==> src/rtl/decoder_frame_rx.sv <==
// rtl/decoder_frame_rx.sv - UART-style serial receiver feeding the decoder io_in bus
// Frames are sampled mid-bit; good codewords land in a one-entry valid/ready holding register.
module decoder_frame_rx #(
  parameter int CLKS_PER_BIT = 16,
  parameter int DATA_W       = 7,
  parameter int PARITY_EN    = 1,
  parameter int PARITY_ODD   = 0
) (
  input  logic              clock,
  input  logic              rst_n,
  input  logic              sdi,
  output logic [DATA_W-1:0] word_o,
  output logic              valid_o,
  input  logic              ready_i,
  output logic              parity_err_o,
  output logic              frame_err_o,
  output logic              overrun_o
);

  localparam int TW = $clog2(CLKS_PER_BIT);
  localparam int IW = $clog2(DATA_W + 1);
  localparam logic [TW-1:0] HALF_LOAD = TW'(CLKS_PER_BIT / 2 - 1);
  localparam logic [TW-1:0] FULL_LOAD = TW'(CLKS_PER_BIT - 1);
  localparam logic [IW-1:0] LAST_IDX  = IW'(DATA_W - 1);

  typedef enum logic [2:0] {
    S_IDLE, S_START, S_DATA, S_PARITY, S_STOP, S_BREAK
  } state_t;

  logic              r_sync1, r_sync2;
  state_t            r_state, w_state_n;
  logic [TW-1:0]     r_timer, w_timer_n;
  logic [IW-1:0]     r_idx, w_idx_n;
  logic [DATA_W-1:0] r_shift, w_shift_n;
  logic              r_par, w_par_n;
  logic              r_deliver;
  logic              w_deliver, w_perr, w_ferr, w_tick, w_par_bad;

  assign w_tick    = (r_timer == '0);
  assign w_par_bad = (PARITY_EN != 0) && ((^r_shift ^ r_par) != PARITY_ODD[0]);

  always_ff @(posedge clock or negedge rst_n) begin
    if (!rst_n) begin
      r_sync1 <= 1'b1;
      r_sync2 <= 1'b1;
      r_state <= S_IDLE;
      r_timer <= '0;
      r_idx   <= '0;
      r_shift <= '0;
      r_par   <= 1'b0;
    end else begin
      r_sync1 <= sdi;
      r_sync2 <= r_sync1;
      r_state <= w_state_n;
      r_timer <= w_timer_n;
      r_idx   <= w_idx_n;
      r_shift <= w_shift_n;
      r_par   <= w_par_n;
    end
  end

  always_comb begin
    w_state_n = r_state;
    w_timer_n = w_tick ? r_timer : r_timer - 1'b1;
    w_idx_n   = r_idx;
    w_shift_n = r_shift;
    w_par_n   = r_par;
    w_deliver = 1'b0;
    w_perr    = 1'b0;
    w_ferr    = 1'b0;
    case (r_state)
      S_IDLE: begin
        if (!r_sync2) begin
          w_state_n = S_START;
          w_timer_n = HALF_LOAD;
        end
      end
      S_START: begin
        if (w_tick) begin
          if (!r_sync2) begin
            w_state_n = S_DATA;
            w_timer_n = FULL_LOAD;
            w_idx_n   = '0;
          end else begin
            w_state_n = S_IDLE;
          end
        end
      end
      S_DATA: begin
        if (w_tick) begin
          w_shift_n[r_idx] = r_sync2;
          w_timer_n        = FULL_LOAD;
          if (r_idx == LAST_IDX) begin
            w_state_n = (PARITY_EN != 0) ? S_PARITY : S_STOP;
          end else begin
            w_idx_n = r_idx + 1'b1;
          end
        end
      end
      S_PARITY: begin
        if (w_tick) begin
          w_par_n   = r_sync2;
          w_timer_n = FULL_LOAD;
          w_state_n = S_STOP;
        end
      end
      S_STOP: begin
        // A low stop bit outranks a parity mismatch: one pulse per frame.
        if (w_tick) begin
          if (!r_sync2) begin
            w_ferr    = 1'b1;
            w_state_n = S_BREAK;
          end else if (w_par_bad) begin
            w_perr    = 1'b1;
            w_state_n = S_IDLE;
          end else begin
            w_deliver = 1'b1;
            w_state_n = S_IDLE;
          end
        end
      end
      S_BREAK: begin
        if (r_sync2) w_state_n = S_IDLE;
      end
      default: w_state_n = S_IDLE;
    endcase
  end

  always_ff @(posedge clock or negedge rst_n) begin
    if (!rst_n) begin
      r_deliver    <= 1'b0;
      parity_err_o <= 1'b0;
      frame_err_o  <= 1'b0;
      overrun_o    <= 1'b0;
      word_o       <= '0;
      valid_o      <= 1'b0;
    end else begin
      r_deliver    <= w_deliver;
      parity_err_o <= w_perr;
      frame_err_o  <= w_ferr;
      overrun_o    <= 1'b0;
      if (r_deliver) begin
        if (!valid_o || ready_i) begin
          word_o  <= r_shift;
          valid_o <= 1'b1;
        end else begin
          overrun_o <= 1'b1;
        end
      end else if (valid_o && ready_i) begin
        valid_o <= 1'b0;
      end
    end
  end

endmodule

==> config.mk <==
export PLATFORM = sky130hd
export DESIGN_NAME = decoder_frame_rx
export DESIGN_NICKNAME = d
export VERILOG_FILES = /design/src/rtl/decoder_frame_rx.sv
export SDC_FILE = /design/constraint.sdc
export NUM_CORES = 1
export LEC_CHECK = 0
export BUFFER_PORTS_ARGS = -buffer_cell sky130_fd_sc_hd__buf_2
export CAP_MARGIN = 20
export CORE_MARGIN = 3
export CORE_UTILIZATION = 25
export DETAILED_ROUTE_END_ITERATION = 6
export SLEW_MARGIN = 20
export SYNTH_ARGS = -nofsm -noshare
export SYNTH_HDL_FRONTEND = slang
export SYNTH_SLANG_ARGS = --single-unit
==> constraint.sdc <==
create_clock -name clock -period 6 [get_ports clock]
set_clock_uncertainty 0.05 [all_clocks]
set_input_delay 0 -clock clock [delete_from_list [all_inputs] [get_ports clock]]
set_output_delay 0 -clock clock [all_outputs]
set_load 0.05 [all_outputs]
==> results.sh <==
export IMPL_grt_max_degree=33
export IMPL_async_reset_ff_frac=1.00
export IMPL_clk_pin_slew_ns=0.07
export IMPL_drtPass1Iterations=4
export IMPL_die_h_um=84.9
export IMPL_instances_no_fill=230
export IMPL_syn_area_um2=1560
export IMPL_routed_via_density=4.53
export IMPL_fp_dieW_um=84.9
export IMPL_fin_util=0.305
export IMPL_cts_tree="built"
export IMPL_syn_inst=137
export IMPL_numClockSinks=32
export IMPL_gp_congestion=0.762
export IMPL_antenna_found_initial=0
export IMPL_power_density_nw_per_um2=385
export IMPL_rows=28
export IMPL_crit_path_frequent_cell="ha_1"
export IMPL_drive_gt1_frac=0.277
export IMPL_drc=0
export IMPL_ant_nets=0
export IMPL_arrival_ns=2.31
export IMPL_io_pins=15
export IMPL_grt_usage=0.0834
export IMPL_post_cts_buffers=0
export IMPL_synth_seq_cells=32
export IMPL_cp_max_fo=11
export IMPL_crit_path_max_incr_delay_ns=0.43
export IMPL_area_growth_pct=17.2
export IMPL_synthTopCellsByArea="dfrtp_1 48%, mux2_2 9.4%, xnor2_1 3.9%"
export IMPL_clk_path_buf_depth=2
export IMPL_fin_nets=162
export IMPL_grt_ovfl_total=0
export IMPL_setup_tns_ns=0
export IMPL_core_region_area_um2=5990
export IMPL_synth_top_cell_by_area="dfrtp_1"
export IMPL_cts_made_buffers=5
export IMPL_outcome="complete, no violations"
export IMPL_required_ns=6.18
export IMPL_post_route_period_util=0.355
export IMPL_clock_latency_ns=0.29
export IMPL_report_final_slew_viol_count=0
export IMPL_setup_viol=0
export IMPL_start_util=0.260
export IMPL_slowest_stage="nor3b_4"
export IMPL_h_tree_depth=2
export IMPL_synth_avg_cell_area_um2=11.4
export IMPL_crit_type="flop to flop"
export IMPL_synth_top_area_share=0.482
export IMPL_end_kind="flop"
export IMPL_critPathTopFamily="simple AND/OR/NAND/NOR gates"
export IMPL_timing_fmax_ghz=0.469
export IMPL_max_slew_worst_pin_slew_ns=0.704
export IMPL_wirelength_mm=2.69
export IMPL_setup_ws_ns=3.87
export IMPL_ctsResizeCount=0
export IMPL_initialDrtViolationCount=65
export IMPL_final_hold_violation_count=0
export IMPL_period_minus_slack_ns=2.13
export IMPL_worstPathCellList="inv_1, ha_1, nor3b_4, inv_2, ha_1, nor2b_1, a41oi_1, a21oi_1, o22a_1"
export IMPL_first_global_vias=999
export IMPL_yosysWarnings=0
export IMPL_grt_pass1_wl_mm=4.72
export IMPL_place_hpwl_mm=1.85
export IMPL_leakagePower_uw=0.000862
export IMPL_synth_edf_count=0
export IMPL_ys_types=38
export IMPL_timing_critical_path_buf_inv=2
export IMPL_pre_cts_slack_ns=3.91
export IMPL_relSlewSlack=0.530
export IMPL_n_antenna_cell=0
export IMPL_min_path_type="primary input to async pin"
export IMPL_ys_flop_type="dfrtp_1"
export IMPL_placedCellCount=219
export IMPL_synth_seq_area_share=0.516
export IMPL_drv_cap=0
export IMPL_vias=1041
export IMPL_io_buffers=14
export IMPL_post_synth_most_frequent_cells="30 x dfrtp_1, 13 x mux2_2, 10 x nand2_1, 9 x nor2_1, 7 x xnor2_1"
export IMPL_rsz0062_at_grt="no"
export IMPL_startpoint_type="flop"
export IMPL_cts_root_buf="clkbuf_8"
export IMPL_yosysMostFrequentCell="dfrtp_1"
export IMPL_die_area_um2=7210
export IMPL_drt_wirelength_per_cell_um=11.7
export IMPL_ir_drop_mv=0.179
export IMPL_synth_fp_nets=145
==> worst paths after layout <==
kind,start,to,slack [ns],cells past startpoint
max reg2reg,r_timer[0],r_timer[0],3.87,9
max in group asynchronous,rst_n,r_shift[3],5.20,2
min reg2reg,r_sync1,r_sync2,0.31,0
max,r_timer[0],r_timer[0],3.87,9
min,rst_n,word_o[5],0.25,2
min in group clock,r_sync1,r_sync2,0.31,0
==> per-stage QoR <==
step | power (uW) | hold WS [ns] | instance area, um^2
global placement | 497 | 0.0499 | 1680
detailed placement | 503 | 0.0577 | 1680
global route | 751 | 0.313 | 1820
CTS | 712 | 0.282 | 1820
floorplan | 467 | -0.346 | 1560
finish | 702 | 0.249 | 1820
==> power by group <==
group / switching [uW] / leakage (uW) / internal (uW)
registers: 57.9 / 0.000425 / 254
logic: 91.7 / 0.000383 / 95.8
clock network: 79.9 / 0.0000541 / 123
total: 230 / 0.000862 / 472
==> kinds of logic (layout without fill, tap and decap cells) <==
logic type,Yosys count,count (layout),synth area share
compound gates,20,20,0.0868
buf+inv,13,31,0.0386
fa+ha+maj,4,4,0.0322
mux,16,16,0.120
flops,32,32,0.516
xor+xnor,7,7,0.0394
simple gates,45,45,0.167
==> registers in the layout, indices dropped and copies added (netlist names) <==
register      flops
r_idx             3
frame_err_o       1
r_timer           4
r_sync1           1
parity_err_o      1
overrun_o         1
r_state           3
r_deliver         1
r_shift           7
r_sync2           1
valid_o           1
r_par             1
word_o            7
==> placed cells by master, fill, tap and decap left out, types with 2 or more instances in the layout <==
cell type / netlist / layout
dfrtp_1: 30 / 30
o21ai_0: 6 / 6
nor2_1: 9 / 9
clkbuf_8: 0 / 5
nand2_1: 10 / 10
a21o_1: 2 / 2
inv_1: 5 / 5
ha_1: 4 / 4
nand3_1: 3 / 3
mux2_4: 2 / 2
nor3_1: 5 / 5
buf_2: 3 / 14
dfstp_2: 2 / 2
xnor2_1: 7 / 7
dlygate4sd3_1: 0 / 3
nand2b_1: 3 / 3
o21a_1: 3 / 3
nor2b_1: 3 / 3
a41oi_1: 2 / 2
nor4_1: 2 / 2
a21oi_1: 3 / 3
mux2_2: 13 / 13
==> timing repair <==
| action | CTS | global route |
|---|---|---|
| hold buffers | 3 | 0 |
| hold endpoints to repair | 33 | 0 |
| endpoints found under the setup margin | 0 | 0 |
==> cell type report <==
| type | count | area [um^2] |
|---|---|---|
| well taps | 75 | 93.8 |
| flip-flops and latches | 32 | 803 |
| clock buffers | 5 | 68.8 |
| multi-input cells | 92 | 693 |
| clock inverters | 3 | 42.5 |
| repair buffers | 17 | 100 |
| fillers | 619 | 4170 |
| inverters | 6 | 22.5 |
==> layer usage <==
| metal | vias up | global-route usage | part of all wire |
|---|---|---|---|
| li1 | 519 | - | - |
| met1 | 503 | 0.110 | 0.51 |
| met2 | 13 | 0.117 | 0.42 |
| met3 | 6 | 0.0388 | 0.048 |
| met4 | 0 | 0.0345 | 0.018 |
| met5 | - | 0 | 0 |
(Power assumes the default switching activity.)
